$ cat src/rtl/rc4_pkg.sv
// Shared types and constants for the RC4 PRGA/decrypt stage and the cracking logic around it.
package rc4_pkg;

    typedef enum logic [3:0] {
        StIdle,
        StIncI,
        StWaitSi,
        StReadSi,
        StAddrSj,
        StWaitSj,
        StReadSj,
        StWriteSi,
        StWriteSj,
        StAddrF,
        StWaitF,
        StReadF,
        StWriteDec,
        StDone
    } rc4_state_e;

    localparam logic [7:0]  CHAR_LOW   = 8'h61;
    localparam logic [7:0]  CHAR_HIGH  = 8'h7A;
    localparam logic [7:0]  CHAR_SPACE = 8'h20;
    localparam int unsigned S_DEPTH    = 256;

    // A one-byte message still needs a 1-bit index port.
    function automatic int unsigned idx_width(input int unsigned n);
        return (n > 1) ? $clog2(n) : 1;
    endfunction

endpackage

$ cat src/rtl/rc4_char_check.sv
// Plaintext acceptance test: a byte passes if it is a lowercase letter or a space.
module rc4_char_check
    import rc4_pkg::*;
(
    input  logic [7:0] i_byte,
    output logic       o_valid
);

    always_comb begin
        o_valid = ((i_byte >= CHAR_LOW) && (i_byte <= CHAR_HIGH)) || (i_byte == CHAR_SPACE);
    end

endmodule

$ cat src/rtl/rc4_prga_decrypt.sv
// RC4 keystream generation over an already-shuffled S array, XOR-decrypting the ROM message
// into the output RAM and tracking whether every plaintext byte is printable lowercase/space.
module rc4_prga_decrypt
    import rc4_pkg::*;
#(
    parameter int unsigned MSG_LENGTH  = 32,
    parameter bit          EARLY_ABORT = 1'b1
) (
    input  logic                             CLOCK_50,
    input  logic                             reset,
    input  logic                             start,
    input  logic [7:0]                       s_q_data_in,
    output logic [7:0]                       s_address_out,
    output logic [7:0]                       s_data_out,
    output logic                             s_write_enable_out,
    output logic [idx_width(MSG_LENGTH)-1:0] rom_address_out,
    input  logic [7:0]                       rom_q_data_in,
    output logic [idx_width(MSG_LENGTH)-1:0] dec_address_out,
    output logic [7:0]                       dec_data_out,
    output logic                             dec_write_enable_out,
    output logic                             done,
    output logic                             key_valid
);

    localparam int unsigned     KW     = idx_width(MSG_LENGTH);
    localparam logic [KW-1:0]   K_LAST = KW'(MSG_LENGTH - 1);
    localparam logic [KW-1:0]   K_ONE  = KW'(1);

    rc4_state_e    r_state;
    logic [7:0]    r_i;
    logic [7:0]    r_j;
    logic [KW-1:0] r_k;
    logic [7:0]    r_si;
    logic [7:0]    r_sj;
    logic [7:0]    r_f;
    logic          r_key_valid;

    logic [7:0]    w_plain;
    logic          w_plain_ok;

    assign w_plain = r_f ^ rom_q_data_in;

    rc4_char_check u_char_check (
        .i_byte  (w_plain),
        .o_valid (w_plain_ok)
    );

    always_ff @(posedge CLOCK_50) begin
        if (reset) begin
            r_state     <= StIdle;
            r_i         <= '0;
            r_j         <= '0;
            r_k         <= '0;
            r_si        <= '0;
            r_sj        <= '0;
            r_f         <= '0;
            r_key_valid <= 1'b0;
        end else begin
            unique case (r_state)
                StIdle, StDone: begin
                    if (start) begin
                        r_i         <= '0;
                        r_j         <= '0;
                        r_k         <= '0;
                        r_key_valid <= 1'b1;
                        r_state     <= StIncI;
                    end
                end
                StIncI: begin
                    r_i     <= r_i + 8'd1;
                    r_state <= StWaitSi;
                end
                StWaitSi: r_state <= StReadSi;
                StReadSi: begin
                    r_si    <= s_q_data_in;
                    r_j     <= r_j + s_q_data_in;
                    r_state <= StAddrSj;
                end
                StAddrSj: r_state <= StWaitSj;
                StWaitSj: r_state <= StReadSj;
                StReadSj: begin
                    r_sj    <= s_q_data_in;
                    r_state <= StWriteSi;
                end
                StWriteSi: r_state <= StWriteSj;
                StWriteSj: r_state <= StAddrF;
                StAddrF:   r_state <= StWaitF;
                StWaitF:   r_state <= StReadF;
                StReadF: begin
                    r_f     <= s_q_data_in;
                    r_state <= StWriteDec;
                end
                StWriteDec: begin
                    if (!w_plain_ok) begin
                        r_key_valid <= 1'b0;
                    end
                    if ((r_k == K_LAST) || (EARLY_ABORT && !w_plain_ok)) begin
                        r_state <= StDone;
                    end else begin
                        r_k     <= r_k + K_ONE;
                        r_state <= StIncI;
                    end
                end
                default: r_state <= StIdle;
            endcase
        end
    end

    // Memory controls decode straight from the state so each write is a one-cycle pulse.
    always_comb begin
        s_address_out        = '0;
        s_data_out           = '0;
        s_write_enable_out   = 1'b0;
        dec_address_out      = '0;
        dec_data_out         = '0;
        dec_write_enable_out = 1'b0;
        unique case (r_state)
            StIncI:   s_address_out = r_i + 8'd1;
            StAddrSj: s_address_out = r_j;
            StWriteSi: begin
                s_address_out      = r_i;
                s_data_out         = r_sj;
                s_write_enable_out = 1'b1;
            end
            StWriteSj: begin
                s_address_out      = r_j;
                s_data_out         = r_si;
                s_write_enable_out = 1'b1;
            end
            StAddrF:  s_address_out = r_si + r_sj;
            StWriteDec: begin
                dec_address_out      = r_k;
                dec_data_out         = w_plain;
                dec_write_enable_out = 1'b1;
            end
            default: ;
        endcase
    end

    assign rom_address_out = r_k;
    assign done            = (r_state == StDone);
    assign key_valid       = r_key_valid;

endmodule
$ cat config.mk
export PLATFORM = sky130hd
export DESIGN_NAME = rc4_prga_decrypt
export DESIGN_NICKNAME = d
export VERILOG_FILES = /design/src/rtl/rc4_pkg.sv /design/src/rtl/rc4_char_check.sv /design/src/rtl/rc4_prga_decrypt.sv
export SDC_FILE = /design/constraint.sdc
export NUM_CORES = 1
export LEC_CHECK = 0
export BUFFER_PORTS_ARGS = -buffer_cell sky130_fd_sc_hd__buf_4
export CELL_PAD_IN_SITES_DETAIL_PLACEMENT = 0
export CELL_PAD_IN_SITES_GLOBAL_PLACEMENT = 1
export CORE_MARGIN = 8
export CORE_UTILIZATION = 38
export CTS_BUF_LIST = sky130_fd_sc_hd__clkbuf_4 sky130_fd_sc_hd__clkbuf_8
export DETAILED_ROUTE_END_ITERATION = 8
export GPL_ROUTABILITY_DRIVEN = 1
export MAX_ROUTING_LAYER = met4
export PLACE_DENSITY_LB_ADDON = 0.1
export SLEW_MARGIN = 40
export SYNTH_ARGS = -nofsm -noshare
export SYNTH_HDL_FRONTEND = slang
export SYNTH_SLANG_ARGS = --single-unit
$ cat constraint.sdc
create_clock -name CLOCK_50 -period 2.1 [get_ports CLOCK_50]
set_clock_uncertainty 0.2 [all_clocks]
set_input_delay 0.21 -clock CLOCK_50 [delete_from_list [all_inputs] [get_ports CLOCK_50]]
set_output_delay 0.21 -clock CLOCK_50 [all_outputs]
set_load 0.05 [all_outputs]
==> Word-level counts from Yosys, hierarchy flattened <==
Cells that the tools add are included.
{ "totals": {"ff_bits": 50, "output_inout_bits": 38, "elab_cells": 66} }
{ "classes": {"addsub": 4, "magnitude_cmp": 2, "n_eq_ne": 18, "mux": 18, "n_bitwise": 1, "n_reduce_logical": 15} }
{ "op_table": {"columns": ["cell", "count"], "rows": [
  ["$pmux 4 s13", 1],
  ["$pmux 8 s2", 3],
  ["$pmux 8 s4", 1],
  ["$eq 4x4->1 const B", 6],
  ["$add 8x8->8", 2],
  ["$eq 4x3->1 const B", 4],
  ["$mux 8", 2],
  ["$mux 5", 3],
  ["$pmux 5 s2", 1],
  ["$add 8x1->8 const B", 1],
  ["$eq 4x2->1 const B", 2],
  ["$eq 8x6->1 const B", 1],
  ["$ge 8x7->1 const B", 1],
  ["$le 8x7->1 const B", 1],
  ["$mux 4", 2],
  ["$xor 8x8->8", 1],
  ["$ne 2x2->1 const B", 3],
  ["$reduce_and 3->1", 2],
  ["$reduce_bool 2->1", 3],
  ["$reduce_or 2->1", 3],
  ["$add 5x1->5 const B", 1],
  ["$eq 5x5->1 const B", 1],
  ["$eq 4x1->1 const B", 1],
  ["$logic_not 4->1", 1],
  ["other kinds (6)", 11]
]} }

==> Logic depth before layout (Yosys ltp) <==
{ "logic_depth": {"ltp_word": 8, "mapped_depth": 9, "depth_no_buf": 9} }

==> By module <==
A second synthesis with hierarchy kept.
{ "hier_totals": {"cells_unflattened": 407, "hier_area_um2": 3163.0} }
{ "modules_own_cells": {"columns": ["mod", "n_inst", "cells_each", "area_per_inst_um2"], "rows": [
  ["rc4_prga_decrypt", 1, 397, 3099.2],
  ["rc4_char_check", 1, 10, 63.8]
]} }

==> Worst setup path after synthesis <==
OpenSTA, ideal clock, no wires.
{ "synth_timing": {"path_type": "flip-flop to output port", "from": "register r_si[0]", "to": "output port s_address_out[6]", "arrival_ns": 2.266, "path_slack_ns": -0.576, "stages_incl_launch_ff": 10, "path_buffers": 0, "cell_sequence": "dfxtp_1 -> ha_1 -> inv_1 -> fa_1 -> nor2b_1 -> o21ai_1 -> nand2b_1 -> a2111oi_0 -> a31oi_1 -> o221ai_1"} }
{ "synth_via": {"elab_chain_cells": 2} }
{ "synth_lines": {"columns": ["item", "line", "rtl"], "rows": [
  ["start, declared", "rc4_prga_decrypt.sv:33", "logic [7:0] r_si;"],
  ["start signal, assigned", "rc4_prga_decrypt.sv:75", "r_si <= s_q_data_in;"],
  ["$add 8x8->8", "rc4_prga_decrypt.sv:130", "StAddrF: s_address_out = r_si + r_sj;"],
  ["$pmux 8 s4", "rc4_prga_decrypt.sv:117", "unique case (r_state)"],
  ["end, declared", "rc4_prga_decrypt.sv:13", "output logic [7:0] s_address_out,"]
]} }
No other way between the ends.

==> Worst setup path after layout <==
Ends and elaborated chain as after synthesis.

==> key figures <==
Layout
  – Commonest non-fill, non-tap cell in the layout: buf_4
  – Share of cells above drive strength 1: a little over two fifths
  – Diode count: 0
  – Area Overhead vs Synth: 63.6%
  – Nets: roughly 580
  – Non-Filler Instances: 645
  – Fill count: roughly 730
  – Most frequent cells in the layout: 105 x buf_4, 73 x nand2_1, 44 x a21oi_1

Timing
  – Final Max Slew Viols: 0
  – Unrepaired setup endpoints after global routing: true
  – Tightest Pin Transition: between 0.5 and 0.6 ns
  – Fmax: slightly below 400 MHz
  – Period minus WS final: 2.58 ns
  – Worst slew margin: 63.5%
  – Fin worst setup slack: -0.476 ns
  – Final setup vio count: 16
  – Hold Vio Cnt, Final: 0
  – Final Cycle Share: 123%

Outcome
  – Outcome: complete, but fails checks
  – Failing checks: negative setup slack

Clock tree
  – CTS HTree Levels: 2
  – Reg clk slew, reported paths: around 0.10 ns
  – Clk_lat worst skew: between 0.3 and 0.4 ns
  – CTS Buf Count: 5
  – CTS tree: done
  – Max Buffers Root-to-Sink: 2
  – CTS root buf: clkbuf_8
  – CTS Sinks: 50

GRT
  – Initial antenna violation count: 0
  – Largest net degree at the start of global routing: 51
  – Gr usage total: 18.4%
  – Overflow after GRT: 0
  – Number of global-route vias before repair: 3324
  – First-pass GRT wire length: 16.6 mm

Floorplan
  – Boundary pin count: 57
  – Core Box Area: slightly above 8000 sq um
  – Die Ht: 106 um
  – Starting Density: 38.2%
  – Die area: 11200 sq um
  – Std-Cell Rows: 33
  – DIE WIDTH: 106 um

Synthesis
  – Post-Synthesis Cells: roughly 400
  – Yosys warning count: 0
  – Post-synth EDFFs: 0
  – Syn Nets: 441
  – Distinct cells, synth: 57
  – Mapped Area: around 3100 sq um
  – Async set-or-reset flop fraction in the synthesized netlist: 0%
  – Synth Register Bits: 50
  – Synth Flop Type: dfxtp_1
  – Avg Cell Area, Syn: 7.64 sq um
  – Sequential area share after synthesis: 32.5%

Pwr
  – Total power: 2.23 mW
  – Leak: 2.04 nW
  – Pwr/cell area: 442 nW/um^2
  – Peak supply drop: between 0.2 and 0.3 mV

Routing
  – WL/cell: roughly 16 um
  – Drt first pass iters: 4
  – Number of DRC markers in iteration 0: between 100 and 150
  – Drt drc: 0
  – Via count: 3372
  – Routed Antenna Nets: 0
  – Vias per inst: roughly 5.2
  – Final WL: 10.3 mm

Critical path
  – Critical Path RT: approximately 1.7 ns
  – Crit end category: output port
  – CP Max Fanout: 3
  – Worst setup SP type: register
  – Register-to-Register Path Depth: 8
  – Crit Path Class: reg2out
  – Worst EP arrival: 2.17 ns

Place
  – PortBufs: 56
  – HPWL after DPL: between 7 and 8 mm
  – DP Worst Slack: -0.197 ns
  – Routability Congestion: 0.824
  – Placed cell count: 619

Hold path
  – Hold Path Depth: 4
  – Worst Hold Class: in2reg

Job
  – Number of max-cap violations: 0
[metrics by stage]
step	setup TNS (ns)	hold WS, ns	cell area, sq um	utilization (%)
final	-2.30	0.0782	5040	62.6
after global routing	-4.10	0.0831	5040	62.6
after CTS	-2.72	0.0683	4840	60.2
after detailed placement	-0.699	0.264	4230	52.5
after global placement	-0.530	0.259	4230	52.5
after floorplan	-0.380	0.138	3190	-
[worst max-delay path: stages, from the launching register on]
cell and delay, ns:
dfxtp_2 0.37, ha_4 0.14, inv_2 0.03, fa_2 0.33
nor2b_1 0.13, o21ai_1 0.07, nand2b_1 0.16, a21o_1 0.17
a31oi_4 0.10, o221ai_4 0.18, buf_6 0.19
[cells by family (layout without fill, tap and decap cells)]
kind of cell               after synthesis  after routing  synth area share, %
and+or+nand+nor                        176            176                 27.1
xor gates and xnor gates                24             24                 7.07
adders and majority gates               19             19                 8.21
buffers and inverters                   28            165                 3.62
muxes                                    1              1                0.325
AOI/OAI and AO/OA                      105            105                 21.2
DFF                                     50             50                 32.5
[registers in the layout, summed over array words and instances (netlist names)]
signal	count
r_f	8
r_i	8
r_j	8
r_si	8
r_sj	8
rom_address_out	5
r_state	4
key_valid	1
[report_power, final]
part	internal (mW)	leakage [nW]	switching, mW	total, mW
registers	0.969	0.411	0.0295	0.999
logic	0.227	1.57	0.267	0.494
clock network	0.364	0.0563	0.369	0.733
[cell usage after synthesis (all sizes together), types with 2 or more instances]
| master | n | area [sq um] |
|---|---|---|
| nand2 | 77 | 289 |
| dfxtp | 50 | 1000 |
| a21oi | 47 | 235 |
| nor2 | 29 | 111 |
| o21ai | 20 | 104 |
| ha | 17 | 213 |
| nand3 | 17 | 90.1 |
| clkbuf | 15 | 56.3 |
| xnor2 | 15 | 139 |
| nor3 | 11 | 55.1 |
| and2 | 9 | 56.3 |
| inv | 9 | 33.8 |
| xor2 | 9 | 78.8 |
| a31oi | 8 | 50.1 |
| a22o | 7 | 61.3 |
| nor2b | 6 | 37.5 |
| or3 | 6 | 37.5 |
| a221oi | 4 | 41.3 |
| and3 | 4 | 25.0 |
| buf | 4 | 21.3 |
| nand2b | 4 | 25.0 |
| and4 | 3 | 26.3 |
| o41ai | 3 | 26.3 |
| a21o | 2 | 15.0 |
| fa | 2 | 40.0 |
| nand4 | 2 | 12.5 |
| o2111ai | 2 | 17.5 |
[final timing paths]
| path | start | to | slack (ns) |
|---|---|---|---|
| worst max-delay path | r_si[0] | s_address_out[6] | -0.48 |
| worst min-delay path | s_q_data_in[0] | r_sj[0] | 0.08 |
| worst min register to register | r_f[7] | r_f[7] | 0.28 |
| worst max register to register | r_j[4] | r_j[7] | 0.06 |
[cell type report]
type | count | area, sq um | share of cell area, %
Clock buffer | 5 | 68.8 | 1.37
Clock inverter | 3 | 48.8 | 0.968
Inverter | 9 | 38.8 | 0.770
Multi-Input combinational cell | 325 | 2390 | 47.5
Tap cell | 105 | 131 | 2.61
Timing Repair Buffer | 148 | 1330 | 26.4
Sequential cell | 50 | 1030 | 20.4
[metal layers]
layer	part of all wire, %	GRT usage [%]	vias to the layer above
met5	0	-	-
met4	0.94	4.02	0
met3	2.7	2.24	6
met2	50	30.7	62
met1	46	23.3	1598
li1	-	-	1706
[repair_timing]
item / in CTS / in global routing
buffers inserted: 5 / 10
endpoints found under the setup margin: 32 / 39
endpoints found under the hold margin: 9 / 0
hold buffers: 3 / 0
resized for setup: 108 / 24
gates cloned: 1 / 0
pin swaps: 22 / 19
No activity file was read; power rests on OpenSTA's default activity.
